### src/rtl/temp_sensor_pkg.sv
// Shared types for the temperature-sensor SPI responder: FSM states, default width, pin idle levels.
// TEMP_SENSOR_CMD_EN adds the CMD state used by the optional command phase.
package temp_sensor_pkg;

   localparam int   DATA_W_DEFAULT = 16;
   localparam logic CS_N_IDLE      = 1'b1;
   localparam logic SCK_IDLE       = 1'b0;
   localparam logic SIO_IDLE       = 1'b0;

`ifdef TEMP_SENSOR_CMD_EN
   typedef enum logic [1:0] {
      ST_IDLE = 2'd0,
      ST_READ = 2'd1,
      ST_CMD  = 2'd2,
      ST_WAIT = 2'd3
   } state_e;
`else
   typedef enum logic [1:0] {
      ST_IDLE = 2'd0,
      ST_READ = 2'd1,
      ST_WAIT = 2'd3
   } state_e;
`endif

endpackage

### src/rtl/spi_pin_sync.sv
// Multi-flop synchronizer for one asynchronous SPI pin, followed by an edge-detect register.
// Rise/fall pulses are valid in the cycle after the last sync stage changes.
module spi_pin_sync #(
   parameter int   STAGES   = 2,
   parameter logic IDLE_LVL = 1'b0
) (
   input  logic clk,
   input  logic rst_n,
   input  logic pin,
   output logic level,
   output logic rise,
   output logic fall
);

   logic [STAGES-1:0] sync_q;
   logic              prev_q;

   // Resetting to the idle level keeps reset release from looking like an edge.
   always_ff @(posedge clk or negedge rst_n) begin
      if (!rst_n) begin
         sync_q <= {STAGES{IDLE_LVL}};
         prev_q <= IDLE_LVL;
      end else begin
         sync_q <= {sync_q[STAGES-2:0], pin};
         prev_q <= sync_q[STAGES-1];
      end
   end

   assign level = sync_q[STAGES-1];
   assign rise  = level & ~prev_q;
   assign fall  = ~level & prev_q;

endmodule

### src/rtl/temp_sensor_spi_responder.sv
// SPI responder that shifts a held temperature word out MSB first on sck falls.
// Define TEMP_SENSOR_CMD_EN to accept a DATA_W-bit command on sck rises after the read phase.
module temp_sensor_spi_responder
   import temp_sensor_pkg::*;
#(
   parameter int DATA_W      = DATA_W_DEFAULT,
   parameter int SYNC_STAGES = 2
) (
   input  logic              clk,
   input  logic              rst_n,
   input  logic [DATA_W-1:0] temp_in,
   input  logic              temp_load,
   input  logic              cs_n,
   input  logic              sck,
   input  logic              sio_in,
   output logic              sio_out,
   output logic              sio_oe,
   output logic              busy,
   output logic              frame_done,
   output logic [DATA_W-1:0] cmd_data,
   output logic              cmd_valid,
   output logic [1:0]        state_dbg
);

   localparam int              CNT_W    = $clog2(DATA_W + 1);
   localparam logic [CNT_W-1:0] LAST_BIT = CNT_W'(DATA_W - 1);
   localparam logic [CNT_W-1:0] CNT_ONE  = CNT_W'(1);
`ifdef TEMP_SENSOR_CMD_EN
   localparam state_e READ_NEXT = ST_CMD;
`else
   localparam state_e READ_NEXT = ST_WAIT;
`endif

   state_e            state_q, state_d;
   logic [DATA_W-1:0] holding_reg, shift_reg;
   logic [CNT_W-1:0]  bit_cnt;
   logic              cs_level, cs_rise, cs_fall;
   logic              sck_level, sck_rise, sck_fall;
   logic              read_done;
   logic              unused_levels;

   spi_pin_sync #(.STAGES(SYNC_STAGES), .IDLE_LVL(CS_N_IDLE)) u_cs_sync (
      .clk(clk), .rst_n(rst_n), .pin(cs_n),
      .level(cs_level), .rise(cs_rise), .fall(cs_fall)
   );

   spi_pin_sync #(.STAGES(SYNC_STAGES), .IDLE_LVL(SCK_IDLE)) u_sck_sync (
      .clk(clk), .rst_n(rst_n), .pin(sck),
      .level(sck_level), .rise(sck_rise), .fall(sck_fall)
   );

   assign unused_levels = cs_level ^ sck_level;

`ifdef TEMP_SENSOR_CMD_EN
   logic [DATA_W-1:0] cmd_shift;
   logic [CNT_W-1:0]  cmd_cnt;
   logic              sio_level, sio_rise, sio_fall;
   logic              unused_sio_edges;

   spi_pin_sync #(.STAGES(SYNC_STAGES), .IDLE_LVL(SIO_IDLE)) u_sio_sync (
      .clk(clk), .rst_n(rst_n), .pin(sio_in),
      .level(sio_level), .rise(sio_rise), .fall(sio_fall)
   );

   assign unused_sio_edges = sio_rise ^ sio_fall;

   // WAIT is only reachable through CMD, so a cs_n rise there means a whole command arrived.
   always_ff @(posedge clk or negedge rst_n) begin
      if (!rst_n) begin
         cmd_shift <= '0;
         cmd_cnt   <= '0;
         cmd_data  <= '0;
         cmd_valid <= 1'b0;
      end else begin
         cmd_valid <= 1'b0;
         if (cs_rise) begin
            if (state_q == ST_WAIT) begin
               cmd_data  <= cmd_shift;
               cmd_valid <= 1'b1;
            end
         end else if (state_q == ST_IDLE && cs_fall) begin
            cmd_cnt <= '0;
         end else if (state_q == ST_CMD && sck_rise) begin
            cmd_shift <= {cmd_shift[DATA_W-2:0], sio_level};
            cmd_cnt   <= cmd_cnt + CNT_ONE;
         end
      end
   end
`else
   logic unused_sio;

   assign unused_sio = sio_in;
   assign cmd_data   = '0;
   assign cmd_valid  = 1'b0;
`endif

   always_ff @(posedge clk or negedge rst_n) begin
      if (!rst_n) state_q <= ST_IDLE;
      else        state_q <= state_d;
   end

   always_comb begin
      state_d = state_q;
      case (state_q)
         ST_IDLE: if (cs_fall) state_d = ST_READ;
         ST_READ: if (sck_fall && bit_cnt == LAST_BIT) state_d = READ_NEXT;
`ifdef TEMP_SENSOR_CMD_EN
         ST_CMD:  if (sck_rise && cmd_cnt == LAST_BIT) state_d = ST_WAIT;
`endif
         default: state_d = state_q;
      endcase
      if (cs_rise) state_d = ST_IDLE;
   end

   assign read_done = (state_q != ST_IDLE) && (state_q != ST_READ);

   // shift_reg is cleared on cs_n rise so sio_out is 0 even after an aborted read.
   always_ff @(posedge clk or negedge rst_n) begin
      if (!rst_n) begin
         holding_reg <= '0;
         shift_reg   <= '0;
         bit_cnt     <= '0;
         frame_done  <= 1'b0;
      end else begin
         frame_done <= 1'b0;
         if (temp_load) holding_reg <= temp_in;
         if (cs_rise) begin
            shift_reg  <= '0;
            frame_done <= read_done;
         end else if (state_q == ST_IDLE && cs_fall) begin
            shift_reg <= temp_load ? temp_in : holding_reg;
            bit_cnt   <= '0;
         end else if (state_q == ST_READ && sck_fall) begin
            shift_reg <= {shift_reg[DATA_W-2:0], 1'b0};
            bit_cnt   <= bit_cnt + CNT_ONE;
         end
      end
   end

   assign sio_out   = shift_reg[DATA_W-1];
   assign sio_oe    = (state_q == ST_READ);
   assign busy      = (state_q != ST_IDLE);
   assign state_dbg = state_q;

endmodule
### config.mk
export PLATFORM = sky130hd
export DESIGN_NAME = temp_sensor_spi_responder
export DESIGN_NICKNAME = d
export VERILOG_FILES = /design/src/rtl/temp_sensor_pkg.sv /design/src/rtl/spi_pin_sync.sv /design/src/rtl/temp_sensor_spi_responder.sv
export SDC_FILE = /design/constraint.sdc
export NUM_CORES = 1
export LEC_CHECK = 0
export ABC_AREA = 0
export BUFFER_PORTS_ARGS = -buffer_cell sky130_fd_sc_hd__buf_2
export CORE_MARGIN = 2
export CORE_UTILIZATION = 50
export CTS_CLUSTER_DIAMETER = 150
export DETAILED_ROUTE_END_ITERATION = 8
export GPL_ROUTABILITY_DRIVEN = 0
export HOLD_SLACK_MARGIN = 0.02
export PLACE_DENSITY_LB_ADDON = 0.08
export SLEW_MARGIN = 30
export SYNTH_ARGS = -nofsm -noshare
export SYNTH_HDL_FRONTEND = slang
export SYNTH_SLANG_ARGS = --single-unit
### constraint.sdc
create_clock -name clk -period 4.15 [get_ports clk]
set_input_delay 0.83 -clock clk [delete_from_list [all_inputs] [get_ports clk]]
set_output_delay 0.83 -clock clk [all_outputs]
set_load 0.005 [all_outputs]
==> results of run 1 <==
[through the flow]
stage / hold slack, ns / area, um2 / setup slack, ns / utilization, % / instances
floorplan: 0.3312 / 2152 / 2.294 / - / 189
finish: 0.3547 / 2262 / 1.956 / 56.55 / 250
global route: 0.3590 / 2262 / 1.722 / 56.55 / 250
CTS: 0.3584 / 2252 / 1.952 / 56.30 / 250
global placement: 0.3412 / 2172 / 2.018 / 54.30 / 242
detailed placement: 0.3420 / 2172 / 1.972 / 54.30 / 242
[worst reg2reg max path: cells and delay by family, from the launching register on]
family                     cells  cell delay [ns]
DFF                            1             0.55
AOI/OAI and AO/OA              2             0.79
buffers and inverters          2             0.30
adders and majority gates      1             0.19
and+or+nand+nor                2             0.28
[final timing paths]
| check | from | to | slack (ns) |
|---|---|---|---|
| max in group asynchronous | rst_n | holding_reg[13]$_DFF_PN0_ | 3.22 |
| min in group asynchronous | rst_n | holding_reg[10]$_DFF_PN0_ | 0.53 |
| worst min register to register | u_sck_sync.sync_q[0]$_DFF_PN0_ | u_sck_sync.sync_q[1]$_DFF_PN0_ | 0.35 |
| worst max-delay path | u_cs_sync.sync_q[1]$_DFF_PN1_ | shift_reg[1]$_DFFE_PN0P_ | 1.96 |
| worst max register to register | u_cs_sync.sync_q[1]$_DFF_PN1_ | shift_reg[1]$_DFFE_PN0P_ | 1.96 |
| worst min-delay path | u_sck_sync.sync_q[0]$_DFF_PN0_ | u_sck_sync.sync_q[1]$_DFF_PN0_ | 0.35 |
[cell type report]
class / count / area [um2]
repair buffers: 27 / 140.1
multi-input cells: 114 / 805.8
fillers: 349 / 1738
flip-flops and latches: 46 / 1155
well taps: 50 / 62.56
inverters: 5 / 18.77
clock buffers: 8 / 80.08
[cells by family after synthesis]
group / count (synthesis)
adder cells (fa/ha/maj): 4
multiplexers: 31
AO/OA/AOI/OAI: 26
AND/OR/NAND/NOR: 36
other: 1
buffers and inverters: 29
flip-flops: 46
[synthesized netlist by cell type, types with 2 or more instances]
master   instances
buf_2            3
buf_4           19
buf_6            2
dfrtp_1         43
dfstp_2          3
ha_1             4
inv_1            5
mux2_2          16
mux2i_1         15
nand2_1         20
nand3_1          2
nor2_1           7
o21ai_0         15
o21ai_2          5
[layout by cell type, fill, tap and decap left out, drive strengths merged]
cell	count
nor3b	1
and3	1
and2b	1
mux2i	15
a211oi	1
mux2	16
o21ai	20
nand3	2
nor2b	1
conb	17
a32o	1
o41ai	1
or2	1
nand2	20
and3b	1
nand2b	1
dfstp	3
o311ai	1
clkbuf	8
inv	5
dfrtp	43
nor2	7
buf	27
a21oi	1
o31ai	1
ha	4
[power by group]
group	total, W	internal [W]	switching (W)
Clock	0.000252	0.000120	0.000132
Sequential	0.000513	0.000490	0.0000225
Combinational	0.000122	0.0000541	0.0000681
[routing by layer]
metal  wire (um)  vias to the layer above  part of all wire, %
met5           0                        -                    0
met4          45                        0                  1.3
met3         153                        6                  4.6
met2        1647                       22                   49
met1        1498                      584                   45
li1            -                      601                    -
==> impl_metrics.env, run 1 <==
export IMPL_vdd_drop_max_v=0.0002806
export IMPL_synth_cells=173
export IMPL_num_rows=23
export IMPL_ctsResizeCount=0
export IMPL_met3_usage_pct=4.870
export IMPL_hold_viol_final=0
export IMPL_drt_iter0_markers=73
export IMPL_ios=45
export IMPL_crit_buf_inv=2
export IMPL_syn_area_per_cell_um2=12.09
export IMPL_worstHoldPathCells=0
export IMPL_dieWidth_um=68.69
export IMPL_synth_ff_type="dfrtp_1"
export IMPL_use_met2_pct=27.88
export IMPL_top_usage_layer="met2"
export IMPL_dp_hpwl_mm=2.166
export IMPL_crit_type="reg -> reg"
export IMPL_clock_latency_ns=0.29
export IMPL_synth_largest_area_cell="dfrtp_1"
export IMPL_crit_fanout=22
export IMPL_finalSetupViolCount=0
export IMPL_viasPerCell=4.852
export IMPL_synthTopCellsByArea="dfrtp_1 51%, mux2_2 8.6%, mux2i_1 7.2%"
export IMPL_grt_overflow=0
export IMPL_rsz0062_at_grt="no"
export IMPL_ys_seq_area_share_pct=55.20
export IMPL_cts_num_sinks=46
export IMPL_die_y_um=68.69
export IMPL_cts_buffers_inserted=5
export IMPL_period_needed_ns=2.194
export IMPL_outcome="finished, final reports clean"
export IMPL_worst_pin_slew_ns=0.7396
export IMPL_post_drt_wl_per_cell_um=13.38
export IMPL_synth_simple_area_share_pct=8.373
export IMPL_grt_total_usage_pct=16.73
export IMPL_wirelength_mm=3.345
export IMPL_max_stage_delay_ns=0.68
export IMPL_synth_area_mm2=0.002092
export IMPL_ys_async_sr_fraction_pct=100.0
export IMPL_portBuffers=26
export IMPL_fin_setup_tns_ns=0
export IMPL_synth_edf_count=0
export IMPL_cts_root_buf="clkbuf_8"
export IMPL_core_mm2=0.004000
export IMPL_grt_antenna_before_repair=0
export IMPL_grt_max_degree=47
export IMPL_startpoint_type="register"
export IMPL_clk_pin_slew_ns=0.07
export IMPL_vias=1213
export IMPL_synthMuxAreaShare_pct=15.79
export IMPL_cts_tree="built"
export IMPL_slowest_stage="a211oi_4"
export IMPL_start_util_pct=52.30
export IMPL_worstPathRequired_ns=4.34
export IMPL_synth_xor_area_share_pct=0
export IMPL_p_per_area_mw_per_mm2=392.0
export IMPL_arrival_ns=2.39
export IMPL_r2r_cells=7
export IMPL_met1_usage_pct=20.62
export IMPL_drc_errors=0
export IMPL_fmaxAchievable_mhz=455.7
export IMPL_synth_fa_ha_area_share_pct=2.392
export IMPL_synth_top_family_by_area="multiplexers"
export IMPL_drv_cap=0
export IMPL_ys_types=28
export IMPL_htreeDepth=2
export IMPL_synth_compound_area_share_pct=8.553
export IMPL_drv_slew=0
export IMPL_ys_ff_latch=46
export IMPL_cp_top_family="compound AO/OA/AOI/OAI gates"
export IMPL_crit_path_cell_trace="inv_1 > ha_1 > nor3b_4 > buf_4 > a211oi_4 > nand2_1 > o21ai_0"
export IMPL_power_w=0.0008868
export IMPL_final_nets=225
export IMPL_cts_hold_buf=0
export IMPL_cp_num_cells=7
export IMPL_antenna_cells=0
export IMPL_grt_pass1_wl_mm=5.685
export IMPL_synth_top_cell_area_share_pct=51.44
export IMPL_relSlewSlack_pct=50.53
export IMPL_area_growth_pct=8.134
export IMPL_leakage_nw=1.026
export IMPL_period_share_pct=52.88
export IMPL_yosys_warnings=0
export IMPL_min_path_type="reg -> reg"
export IMPL_firstDrtPassIters=4
export IMPL_cp_end_kind="register"
export IMPL_drt_antenna_violating_nets=0
export IMPL_clk_path_buf_depth=2
export IMPL_die_area_mm2=0.004718
export IMPL_postCtsSetupBuffers=0
export IMPL_first_global_vias=1280
export IMPL_layout_drive_gt1_share_pct=30.00
export IMPL_skew_ns=0.006671
(Power assumes the default switching activity.)
==> run 2, diff against run 1 <==
ABC_AREA = 1   (was 0)
clock period = 2.2 ns   (was 4.15 ns; I/O delays follow)
==> impl_metrics.env, run 2 <==
export IMPL_period_share_pct=82.20
export IMPL_startpoint_type="register"
export IMPL_start_util_pct=51.71
export IMPL_postCtsSetupBuffers=0
export IMPL_skew_ns=0.008091
export IMPL_p_int_w=0.001342
export IMPL_synth_largest_area_cell="dfrtp_1"
export IMPL_dp_hpwl_mm=2.666
export IMPL_clk_path_buf_depth=2
export IMPL_switching_power_w=0.0006109
export IMPL_finalSetupViolCount=0
export IMPL_leakage_nw=1.396
export IMPL_num_rows=24
export IMPL_grt_pass1_wl_mm=6.665
export IMPL_antenna_cells=0
export IMPL_first_global_vias=1455
export IMPL_drt_iter0_markers=100
export IMPL_vdd_drop_max_v=0.0005829
export IMPL_ys_seq_area_share_pct=51.65
export IMPL_die_area_mm2=0.005023
export IMPL_crit_path_cell_trace="inv_1 > ha_1 > nand3_4 > nand2_2 > nor2_4 > nand2_1 > nand2_1"
export IMPL_clock_latency_ns=0.29
export IMPL_ys_ff_latch=46
export IMPL_post_drt_wl_per_cell_um=10.82
export IMPL_layout_drive_gt1_share_pct=16.17
export IMPL_die_y_um=70.87
export IMPL_dieWidth_um=70.87
export IMPL_yosysMostFrequentCell="nand2_1"
export IMPL_drt_antenna_violating_nets=0
export IMPL_syn_area_per_cell_um2=8.101
export IMPL_crit_type="reg -> reg"
export IMPL_synth_top_cell_area_share_pct=48.13
export IMPL_arrival_ns=2.04
export IMPL_drv_slew=0
export IMPL_synth_edf_count=0
export IMPL_dpl_cell_count=347
export IMPL_synthTopCellsByArea="dfrtp_1 48%, nand2_1 22%, buf_4 6.4%"
export IMPL_cts_hold_buf=0
export IMPL_period_needed_ns=1.808
export IMPL_wirelength_mm=3.841
export IMPL_n_fill_cell=417
export IMPL_grt_total_usage_pct=16.67
export IMPL_p_per_area_mw_per_mm2=809.2
export IMPL_cts_buffers_inserted=5
export IMPL_viasPerCell=4.456
export IMPL_portBuffers=26
export IMPL_switching_share_pct=31.28
export IMPL_area_growth_pct=7.946
export IMPL_crit_top_cell="nand2_1"
export IMPL_grt_max_degree=33
export IMPL_crit_fanout=21
export IMPL_ctsResizeCount=0
export IMPL_grt_antenna_before_repair=0
export IMPL_final_cell_mix="130 x nand2_1, 43 x dfrtp_1, 26 x buf_2"
export IMPL_cts_tree="built"
export IMPL_cts_num_sinks=46
export IMPL_fin_setup_tns_ns=0
export IMPL_synth_common_cells="130 x nand2_1, 43 x dfrtp_1, 25 x inv_1"
export IMPL_ys_async_sr_fraction_pct=100.0
export IMPL_final_nets=328
export IMPL_layout_commonest_cell="nand2_1"
export IMPL_r2r_cells=7
export IMPL_regArea_mm2=0.001155
export IMPL_cp_num_cells=7
export IMPL_p_clk_share_pct=26.6
export IMPL_cp_top_family="simple AND/OR/NAND/NOR gates"
export IMPL_fmaxAchievable_mhz=553.0
export IMPL_htreeDepth=2
export IMPL_comb_power_share_pct=22.1
export IMPL_slowest_stage="dfstp_2"
export IMPL_hold_viol_final=0
export IMPL_r2r_start="u_cs_sync.sync_q[1]$_DFF_PN1_"
export IMPL_r2r_setup_slack_ns=0.39
export IMPL_multiInputGateArea_um2=848.3
export IMPL_yosys_warnings=0
export IMPL_synth_cells=276
export IMPL_cts_root_buf="clkbuf_8"
export IMPL_cp_end_kind="register"
export IMPL_ios=45
export IMPL_outcome="finished, final reports clean"
export IMPL_crit_buf_inv=1
export IMPL_vias=1582
export IMPL_power_frac_seq_pct=51.3
export IMPL_rsz0062_at_grt="no"
export IMPL_drc_errors=0
export IMPL_clk_pin_slew_ns=0.09
export IMPL_synth_ff_type="dfrtp_1"
export IMPL_reg2reg_to="shift_reg[14]$_DFFE_PN0P_"
export IMPL_grt_overflow=0
export IMPL_core_mm2=0.004324
export IMPL_worstPathRequired_ns=2.43
export IMPL_ys_types=22
export IMPL_final_cells=355
export IMPL_min_path_type="in -> async"
export IMPL_max_stage_delay_ns=0.56
export IMPL_firstDrtPassIters=4
export IMPL_drv_cap=0
export IMPL_synth_area_mm2=0.002236
run 2: cell count changes in the layout (fill, tap and decap cells not counted), moves of 4 or more:
cell	change
inv_2	+4
mux2i_1	-15
nand3_1	+4
o21ai_2	-4
mux2_2	-16
nand2_1	+110
inv_1	+20
run 2: per-stage QoR:
| step | total power (W) | area [um2] | utilization, % | setup WS, ns | hold slack [ns] |
|---|---|---|---|---|---|
| finish | 0.001953 | 2414 | 55.82 | 0.3916 | 0.07311 |
| global route | 0.002092 | 2414 | 55.82 | 0.2119 | 0.09526 |
| CTS | 0.001983 | 2414 | 55.82 | 0.3701 | 0.07841 |
| detailed placement | 0.001456 | 2322 | 53.70 | 0.3895 | 0.3397 |
| global placement | 0.001443 | 2322 | 53.70 | 0.4140 | 0.3356 |
| floorplan | 0.001351 | 2296 | - | 0.7784 | 0.1444 |
run 2: how the worst max path moves through the flow:
stage / end / slack [ns] / startpoint
floorplan: shift_reg[10]$_DFFE_PN0P_ / 0.78 / u_cs_sync.sync_q[1]$_DFF_PN1_
global placement: shift_reg[14]$_DFFE_PN0P_ / 0.41 / u_cs_sync.sync_q[1]$_DFF_PN1_
detailed placement: shift_reg[14]$_DFFE_PN0P_ / 0.39 / u_cs_sync.sync_q[1]$_DFF_PN1_
CTS: shift_reg[14]$_DFFE_PN0P_ / 0.37 / u_cs_sync.sync_q[1]$_DFF_PN1_
global route: shift_reg[5]$_DFFE_PN0P_ / 0.21 / u_cs_sync.sync_q[1]$_DFF_PN1_
finish: shift_reg[14]$_DFFE_PN0P_ / 0.39 / u_cs_sync.sync_q[1]$_DFF_PN1_
run 2: routing by layer:
metal | up-vias | track usage, % | wire length (um)
met2 | 34 | 26.79 | 1770
met4 | 0 | 6.289 | 40
met1 | 697 | 22.44 | 1879
met3 | 4 | 3.419 | 151
li1 | 847 | - | -
met5 | - | 0 | 0
run 2: final cells by class:
type / instances / share of cell area [%]
Timing Repair Buffer: 28 / 6.013
Tap cell: 52 / 2.696
Clock buffer: 7 / 3.577
Inverter: 29 / 4.510
Multi-Input combinational cell: 192 / 35.15
Clock inverter: 1 / 0.2074
Sequential cell: 46 / 47.85
run 2: worst reg2reg max path: stages, from the launching register on:
cell and delay, ns:
dfstp_2 0.56, inv_1 0.05, ha_1 0.21, nand3_4 0.26
nand2_2 0.15, nor2_4 0.32, nand2_1 0.11, nand2_1 0.08
run 2: kinds of logic (layout without fill, tap and decap cells):
logic type	after synthesis	in the layout	synth area share (%)
AO/OA/AOI/OAI	18	18	4.645
XOR/XNOR	2	2	0.7836
adder cells (fa/ha/maj)	4	4	2.238
buffers and inverters	54	65	13.09
flip-flops	46	46	51.65
other	1	17	0.1677
AND/OR/NAND/NOR	151	151	27.42
run 2: power by group through the flow:
stage,clock network [W],registers [W],logic [W]
floorplan,0,0.00101,0.000344
global placement,0,0.00101,0.000430
detailed placement,0,0.00102,0.000438
CTS,0.000542,0.00100,0.000439
global route,0.000570,0.00102,0.000506
finish,0.000520,0.00100,0.000432
